## config.mk

```make
export PLATFORM = sky130hd
export DESIGN_NAME = nop_trap_unit
export DESIGN_NICKNAME = d
export VERILOG_FILES = /design/src/rtl/nop_trap_unit.sv
export SDC_FILE = /design/constraint.sdc
export NUM_CORES = 1
export LEC_CHECK = 0
export CAP_MARGIN = 20
export CORE_MARGIN = 8
export CORE_UTILIZATION = 26
export CTS_CLUSTER_DIAMETER = 40
export CTS_CLUSTER_SIZE = 25
export DETAILED_ROUTE_END_ITERATION = 7
export PLACE_DENSITY = 0.52
export SLEW_MARGIN = 15
export SYNTH_ARGS = -nofsm -noshare
export SYNTH_HDL_FRONTEND = slang
export SYNTH_SLANG_ARGS = --single-unit
```

## constraint.sdc

```tcl
create_clock -name clk -period 4.1 [get_ports clk]
set_input_delay 0.82 -clock clk [delete_from_list [all_inputs] [get_ports clk]]
set_output_delay 0.82 -clock clk [all_outputs]
set_load 0.03 [all_outputs]
```

## src/rtl/nop_trap_unit.sv

```systemverilog
// -----------------------------------------------------------------------------
// nop_trap_unit
//
// Simulation helper that watches the CPU writeback stage for l.nop K traps
// (wb_insn[31:16] == 16'h1500) and turns them into side effects:
//   K=0x0001 exit        -> exit_o pulse, exit_code_o = r3, done_o set, RUN->DONE
//   K=0x0002 report      -> report_valid_o pulse, report_data_o = r3
//   K=0x0004 putc        -> r3[7:0] pushed into a character FIFO
//   K=0x0005 count reset -> retired-instruction counter cleared
// Any other K is an ordinary instruction. It also counts retired instructions
// and runs an idle watchdog. In DONE, traps, counting and the watchdog freeze
// but the character FIFO keeps draining.
//
// Ports
//   clk, rst_n                   clock, asynchronous active-low reset
//   wb_insn, wb_valid, gpr3      retiring instruction, its valid, value of r3
//   exit_o, exit_code_o, done_o  exit pulse, captured r3, sticky done
//   report_valid_o, report_data_o report pulse, captured r3 (held)
//   char_valid_o, char_data_o,
//   char_ready_i                 FIFO head handshake (pop on valid & ready)
//   char_ovf_o                   sticky: a character was dropped (FIFO full)
//   insn_cnt_o                   retired instruction count (wraps)
//   hang_o                       sticky watchdog expiry
// -----------------------------------------------------------------------------
module nop_trap_unit #(
  parameter int unsigned FIFO_DEPTH = 8,
  parameter int unsigned WDT_CYCLES = 100000
) (
  input  logic        clk,
  input  logic        rst_n,
  input  logic [31:0] wb_insn,
  input  logic        wb_valid,
  input  logic [31:0] gpr3,
  output logic        exit_o,
  output logic [31:0] exit_code_o,
  output logic        done_o,
  output logic        report_valid_o,
  output logic [31:0] report_data_o,
  output logic        char_valid_o,
  output logic [7:0]  char_data_o,
  input  logic        char_ready_i,
  output logic        char_ovf_o,
  output logic [31:0] insn_cnt_o,
  output logic        hang_o
);

  localparam int unsigned AW       = $clog2(FIFO_DEPTH);
  localparam logic [AW:0] PTR_ONE  = {{AW{1'b0}}, 1'b1};
  localparam logic [31:0] WDT_LIM  = 32'(WDT_CYCLES);

  localparam logic [15:0] NOP_OPC  = 16'h1500;
  localparam logic [15:0] K_EXIT   = 16'h0001;
  localparam logic [15:0] K_REPORT = 16'h0002;
  localparam logic [15:0] K_PUTC   = 16'h0004;
  localparam logic [15:0] K_CNTRST = 16'h0005;

  typedef enum logic {ST_RUN, ST_DONE} state_t;

  state_t      r_state;
  logic [AW:0] r_wr_ptr;
  logic [AW:0] r_rd_ptr;
  logic [7:0]  r_mem [FIFO_DEPTH];
  logic [31:0] r_wdt;

  logic w_run;
  logic w_trap;
  logic w_exit;
  logic w_report;
  logic w_putc;
  logic w_cnt_rst;
  logic w_empty;
  logic w_full;
  logic w_pop;
  logic w_push;
  logic w_drop;

  // Traps only take effect while running; DONE freezes all of them.
  assign w_run     = (r_state == ST_RUN);
  assign w_trap    = w_run && wb_valid && (wb_insn[31:16] == NOP_OPC);
  assign w_exit    = w_trap && (wb_insn[15:0] == K_EXIT);
  assign w_report  = w_trap && (wb_insn[15:0] == K_REPORT);
  assign w_putc    = w_trap && (wb_insn[15:0] == K_PUTC);
  assign w_cnt_rst = w_trap && (wb_insn[15:0] == K_CNTRST);

  // Extra pointer MSB distinguishes full from empty when the indices match.
  assign w_empty = (r_wr_ptr == r_rd_ptr);
  assign w_full  = (r_wr_ptr[AW] != r_rd_ptr[AW]) &&
                   (r_wr_ptr[AW-1:0] == r_rd_ptr[AW-1:0]);

  assign w_pop  = !w_empty && char_ready_i;
  // A pop in the same cycle frees the slot, so a push into a full FIFO succeeds.
  assign w_push = w_putc && (!w_full || w_pop);
  assign w_drop = w_putc && w_full && !w_pop;

  assign char_valid_o = !w_empty;
  assign char_data_o  = w_empty ? 8'h00 : r_mem[r_rd_ptr[AW-1:0]];

  // NOTE: character storage has no reset; the pointers alone define which
  // entries are valid, and char_data_o is forced to zero while empty.
  always_ff @(posedge clk) begin
    if (w_push) begin
      r_mem[r_wr_ptr[AW-1:0]] <= gpr3[7:0];
    end
  end

  // NOTE: all state uses non-blocking assignments so every register samples
  // the pre-edge values, regardless of statement order within the block.
  always_ff @(posedge clk or negedge rst_n) begin
    if (!rst_n) begin
      r_state        <= ST_RUN;
      r_wr_ptr       <= '0;
      r_rd_ptr       <= '0;
      r_wdt          <= '0;
      exit_o         <= 1'b0;
      exit_code_o    <= '0;
      done_o         <= 1'b0;
      report_valid_o <= 1'b0;
      report_data_o  <= '0;
      char_ovf_o     <= 1'b0;
      insn_cnt_o     <= '0;
      hang_o         <= 1'b0;
    end else begin
      exit_o         <= 1'b0;
      report_valid_o <= 1'b0;

      // FIFO draining continues in both states.
      if (w_pop) begin
        r_rd_ptr <= r_rd_ptr + PTR_ONE;
      end
      if (w_push) begin
        r_wr_ptr <= r_wr_ptr + PTR_ONE;
      end
      if (w_drop) begin
        char_ovf_o <= 1'b1;
      end

      case (r_state)
        ST_RUN: begin
          if (wb_valid) begin
            insn_cnt_o <= w_cnt_rst ? 32'd0 : insn_cnt_o + 32'd1;
          end

          if (w_exit) begin
            exit_o      <= 1'b1;
            exit_code_o <= gpr3;
            done_o      <= 1'b1;
            r_state     <= ST_DONE;
          end

          if (w_report) begin
            report_valid_o <= 1'b1;
            report_data_o  <= gpr3;
          end

          // Idle counter saturates at the limit so it never wraps back.
          if (WDT_CYCLES != 0) begin
            if (wb_valid) begin
              r_wdt <= '0;
            end else if (r_wdt != WDT_LIM) begin
              r_wdt <= r_wdt + 32'd1;
              if ((r_wdt + 32'd1) == WDT_LIM) begin
                hang_o <= 1'b1;
              end
            end
          end
        end

        ST_DONE: begin
          r_state <= ST_DONE;
        end

        default: begin
          r_state <= ST_RUN;
        end
      endcase
    end
  end

endmodule

```

[Word level (Yosys, flattened, before mapping)]
Memories as Yosys holds them, arrays and structs flattened.
Index checks and enable logic that the tools add are counted.
Word-level totals
  RAM bits: 64
  memories: 1
  flip-flop bits (word level): 142
Memory list
  r_mem: words 8, bits a word 8, rd ports 1, clocked after Yosys merged registers in 0, wr ports 1, line 62  | logic [7:0] r_mem [FIFO_DEPTH];
Cells by class
  add/subtract/negate cells: 4
  bitwise logic cells: 2
  reductions and logical operators: 21
  eq/ne operators: 10
  mux-type cells: 11
Operators by type and width (number)
  $mux 32: 3
  $add 32x1->32 const B: 2
  $eq 16x3->1 const B: 2
  $eq 32x17->1 const B: 1
  $ne 32x17->1 const B: 1
  $eq 16x1->1 const B: 1
  $eq 16x13->1 const B: 1
  $eq 16x2->1 const B: 1
  $logic_and 1x1->1: 11
  $add 4x1->4 const B: 2
  $mux 8: 1
  $reduce_and 2->1: 4
  $mux 1: 6
  $eq 4x4->1: 1
  $reduce_and 4->1: 1
  $eq 3x3->1: 1
  $logic_not 1->1: 3
  $not 1->1: 2
  $pmux 1 s2: 1
  $reduce_bool 2->1: 1
  $logic_or 1x1->1: 1
  $ne 1x1->1: 1

[Logic depth before layout (Yosys ltp)]
  depth in word-level cells: 7
  depth in mapped cells: 10
  gate-level depth less buffers: 8

[Worst setup path after synthesis]
No wires, ideal clock.
  path type: input port to flip-flop
  from: in wb_insn[16]
  to: mem r_mem[0][0] (enable)
  arrival: 2.829 ns
  buffers on the path: 0
  stages on the path: 6
  setup slack: 0.888 ns
  cell sequence: nor4b_1 nand4_1 nor3_1 nand2_1 or4b_1 nor3_1
Between the ends
  longest elaborated chain between the ends: 6
Ends and longest elaborated chain
  start, declared: line 31  | input logic [31:0] wb_insn,
  $eq 16x13->1: line 79  | assign w_trap = w_run && wb_valid && (wb_insn[31:16] == NOP_OPC);
  $logic_and 1x1->1: line 79
  $logic_and 1x1->1: line 82  | assign w_putc = w_trap && (wb_insn[15:0] == K_PUTC);
  $logic_and 1x1->1: line 92  | assign w_push = w_putc && (!w_full || w_pop);
  $mux 1: line 101  | if (w_push) begin
  $mux 1 (implied by the code): line 102  | r_mem[r_wr_ptr[AW-1:0]] <= gpr3[7:0];
  end, declared: line 62
No other way between the ends.

[Worst setup path after layout]
  from: reg r_rd_ptr[1]
  to: out char_data_o[5]
Between the ends
  longest elaborated chain between the ends: 2
  elaborated cells between the ends (all ways): 3
  those cells by class: 1 x eq/ne; 1 x mux; 1 x memory
Ends and longest elaborated chain
  start, declared: line 61  | logic [AW:0] r_rd_ptr;
  start signal, assigned: line 128  | r_rd_ptr <= r_rd_ptr + PTR_ONE;
  $mem_v2 8x8 / $eq 4x4->1 (equally long branches)
  $mux 8 *: line 96  | assign char_data_o = w_empty ? 8'h00 : r_mem[r_rd_ptr[AW-1:0]];
  end, declared: line 40  | output logic [7:0] char_data_o,
Every way passes the cells marked *; elsewhere a longest branch is shown, timed or not.

==> flow_summary_export.csv <==
group,metric,value,unit
route,wire_per_inst,17.7,microns
setup_path,cp.arrival,2760,ps
timing,min_period,3580,ps
setup_path,worst_setup_path_start_kind,"flip-flop",
timing,tightestPinTransition,949,ps
finish,nets,1040,
grt,grt.overflow.total,0,
clock_tree,clock_latency,540,ps
floorplanning,num_io_pins,178,
clock_tree,cts_hold_buffers,0,
grt,grt_pass1_wl,41900,microns
setup_path,cpMaxStageDelayCell,"dfrtp_1",
grt,grt_pass1_vias,7062,
clock_tree,cts_inserted_buffers,42,
setup_path,crit_fanout,20,
synthesis,synth-seq-cells,206,
pwr,leakagePower,0.00540,uW
route,wl,26000,microns
timing,finalWorstSetupSlack,525,ps
clock_tree,htreeDepth,2,
floorplanning,core,36300,sq um
setup_path,crit_family,"flip-flops",
grt,grt_max_degree,82,
synthesis,syn_area,9500,sq um
setup_path,path_cells,"xnor2_1, nand3_1, nor2b_1, buf_4, nor2_1, clkdlybuf4s50_1",
route,final_antenna_net_count,0,
timing,finalHoldViolCount,0,
timing,setup_viol_count_final,0,
synthesis,synth_async_sr_flop_share,68.9,%
clock_tree,cts_root_buf,"clkbuf_16",
setup_path,critical-path-max-stage-delay,890,ps
timing,rsz0062_at_grt,"false",
floorplanning,die_x,207,microns
placement,port-buffer-count,177,
setup_path,critPathCaptureType,"primary output",
timing,totalNegativeSetupSlack,0,ps
run,cap_violations,0,
pwr,power-per-cell-area,496,nW/um^2
finish,antenna-diode-count,0,
finish,syn2layout_area_growth,39.9,%
placement,globalplace.congestion,0.788,
clock_tree,post_cts_buffers,0,
clock_tree,clkTransAtPathRegs,50,ps
synthesis,syn_nets,838,
synthesis,ys_seq_area_share,57.6,%
clock_tree,cts.path.max_buffers,3,
route,drtIter0Drc,350,
route,routed_via_density,4.66,
placement,dpl_cell_area,11900,sq um
route,first_pass_iters,5,
placement,pre_cts_ws,401,ps
route,vias,6837,
placement,dpl.hpwl,17900,microns
pwr,finalPower,6600,uW
synthesis,synth_edf_count,64,
setup_path,path_buf_inv,2,
finish,drive_above_1_share,19.8,%
grt,track_usage,12.1,%
floorplanning,rows,70,
floorplanning,start_util,26.2,%
synthesis,synth_cells,765,
clock_tree,cts_tree,"built",
clock_tree,cts.sinks,206,
synthesis,syn_avg_cell_area,12.4,sq um
timing,fin_crit_sh,87.2,%
hold_path,hold_path.class,"input port to asynchronous set/reset pin",
pwr,vdd_ir_drop_max,282,uV
timing,skew,23.9,ps
synthesis,synthFlopType,"dfrtp_1",
synthesis,yosys.cell_types.count,64,
synthesis,yosysWarnings,0,
timing,timing.fmax,0.280,GHz
floorplanning,dieArea,42900,sq um
finish,final_area,13300,sq um
timing,slew_headroom,36.1,%
grt,antenna_found_initial,0,
route,route.detailed.drc,0,
setup_path,crit_type,"flip-flop to primary output",
timing,slew_viol_final,0,
setup_path,crit_required,3280,ps
status,outcome,"completed",
clock_tree,cts-resized-gates,0,
floorplanning,die_height,207,microns
==> routing by layer <==
layer | vias up | track usage (%) | share of wire, % | routed length, microns
met3 | 47 | 2.97 | 4.8 | 1260
met5 | - | 0 | 0 | 0
met1 | 3380 | 15.1 | 44 | 11500
li1 | 3256 | - | - | -
met4 | 0 | 5.25 | 2.7 | 695
met2 | 154 | 19.7 | 48 | 12600
==> flip-flops by register name, indices dropped and copies added (netlist names) <==
name,count
insn_cnt_o,32
report_data_o,32
r_state,1
r_wr_ptr,4
char_ovf_o,1
report_valid_o,1
r_wdt,32
exit_code_o,32
hang_o,1
done_o,1
exit_o,1
r_rd_ptr,4
r_mem,64
==> cells by family after synthesis <==
logic type,after synthesis,synth area share [%]
simple gates,259,15.3
fa+ha+maj,5,0.658
xor+xnor,41,3.78
buf+inv,59,2.90
compound gates,101,6.86
mux,94,12.9
flops,206,57.6
==> power by group <==
| part | internal, uW | switching [uW] | leakage [uW] |
|---|---|---|---|
| registers | 2170 | 106 | 0.00253 |
| clock network | 2240 | 1110 | 0.000681 |
| logic | 479 | 494 | 0.00219 |
==> layout make-up <==
cell class,instances,area (sq um)
Timing Repair Buffer,204,2030
Tap cell,468,586
Sequential cell,206,5480
Inverter,13,48.8
Multi-Input combinational cell,500,3760
Clock inverter,22,245
Clock buffer,55,1150
Fill cell,3550,23000
==> worst paths after layout <==
kind	startpoint	end	slack, ps	depth (start not counted)
max reg2reg	r_wdt[0]	hang_o	1160	7
max	r_rd_ptr[1]	char_data_o[5]	520	6
min	rst_n	report_data_o[17]	280	1
min in group clk	hang_o	hang_o	460	2
max in group asynchronous	rst_n	exit_code_o[5]	2950	2
min reg2reg	hang_o	hang_o	460	2
==> Yosys cell counts, drive strengths merged (9+ instances only) <==
| cell type | n | area (sq um) |
|---|---|---|
| dfrtp | 142 | 3550 |
| mux4 | 16 | 360 |
| mux2i | 11 | 110 |
| nand3 | 26 | 148 |
| nor3 | 15 | 75.1 |
| o21ai | 39 | 195 |
| nand4 | 28 | 211 |
| nor2 | 70 | 270 |
| xor2 | 26 | 228 |
| and3 | 9 | 56.3 |
| o31ai | 15 | 113 |
| a21oi | 14 | 70.1 |
| xnor2 | 15 | 131 |
| mux2 | 67 | 754 |
| edfxtp | 64 | 1920 |
| inv | 13 | 48.8 |
| clkbuf | 20 | 85.1 |
| buf | 26 | 141 |
| nand2 | 46 | 173 |
| nor4 | 16 | 136 |
==> placed cells by master, fill, tap and decap left out, drive strengths merged, types with 7 or more instances in the layout <==
master / netlist / final
clkbuf: 20 / 55
nor2: 70 / 70
mux2: 67 / 67
o31ai: 15 / 15
clkdlybuf4s50: 0 / 176
o41ai: 8 / 8
nand4: 28 / 28
nor3: 15 / 15
mux2i: 11 / 11
a21oi: 14 / 14
nand2b: 8 / 8
mux4: 16 / 16
xnor2: 15 / 15
inv: 13 / 20
a31oi: 7 / 7
nand3: 26 / 26
o21ai: 39 / 39
dfrtp: 142 / 142
xor2: 26 / 26
nor4: 16 / 16
and3: 9 / 9
nand2: 46 / 46
clkinv: 0 / 8
buf: 26 / 28
nor4b: 7 / 7
edfxtp: 64 / 64
==> worst reg2reg max path: stages, from the launching register on <==
cell and delay, ps:
dfrtp_1 460, ha_1 360, nand4_4 230, nor4_1 840, and2_1 300, xnor2_1 160
o211ai_1 150, o41ai_2 300
==> per-stage QoR <==
step,utilization [%],cells,hold slack (ps)
after global routing,36.7,1468,312
final,36.7,1468,276
after floorplan,-,765,462
after global placement,32.8,1391,449
after detailed placement,32.8,1391,454
after CTS,36.7,1468,276
(Power assumes the default switching activity.)
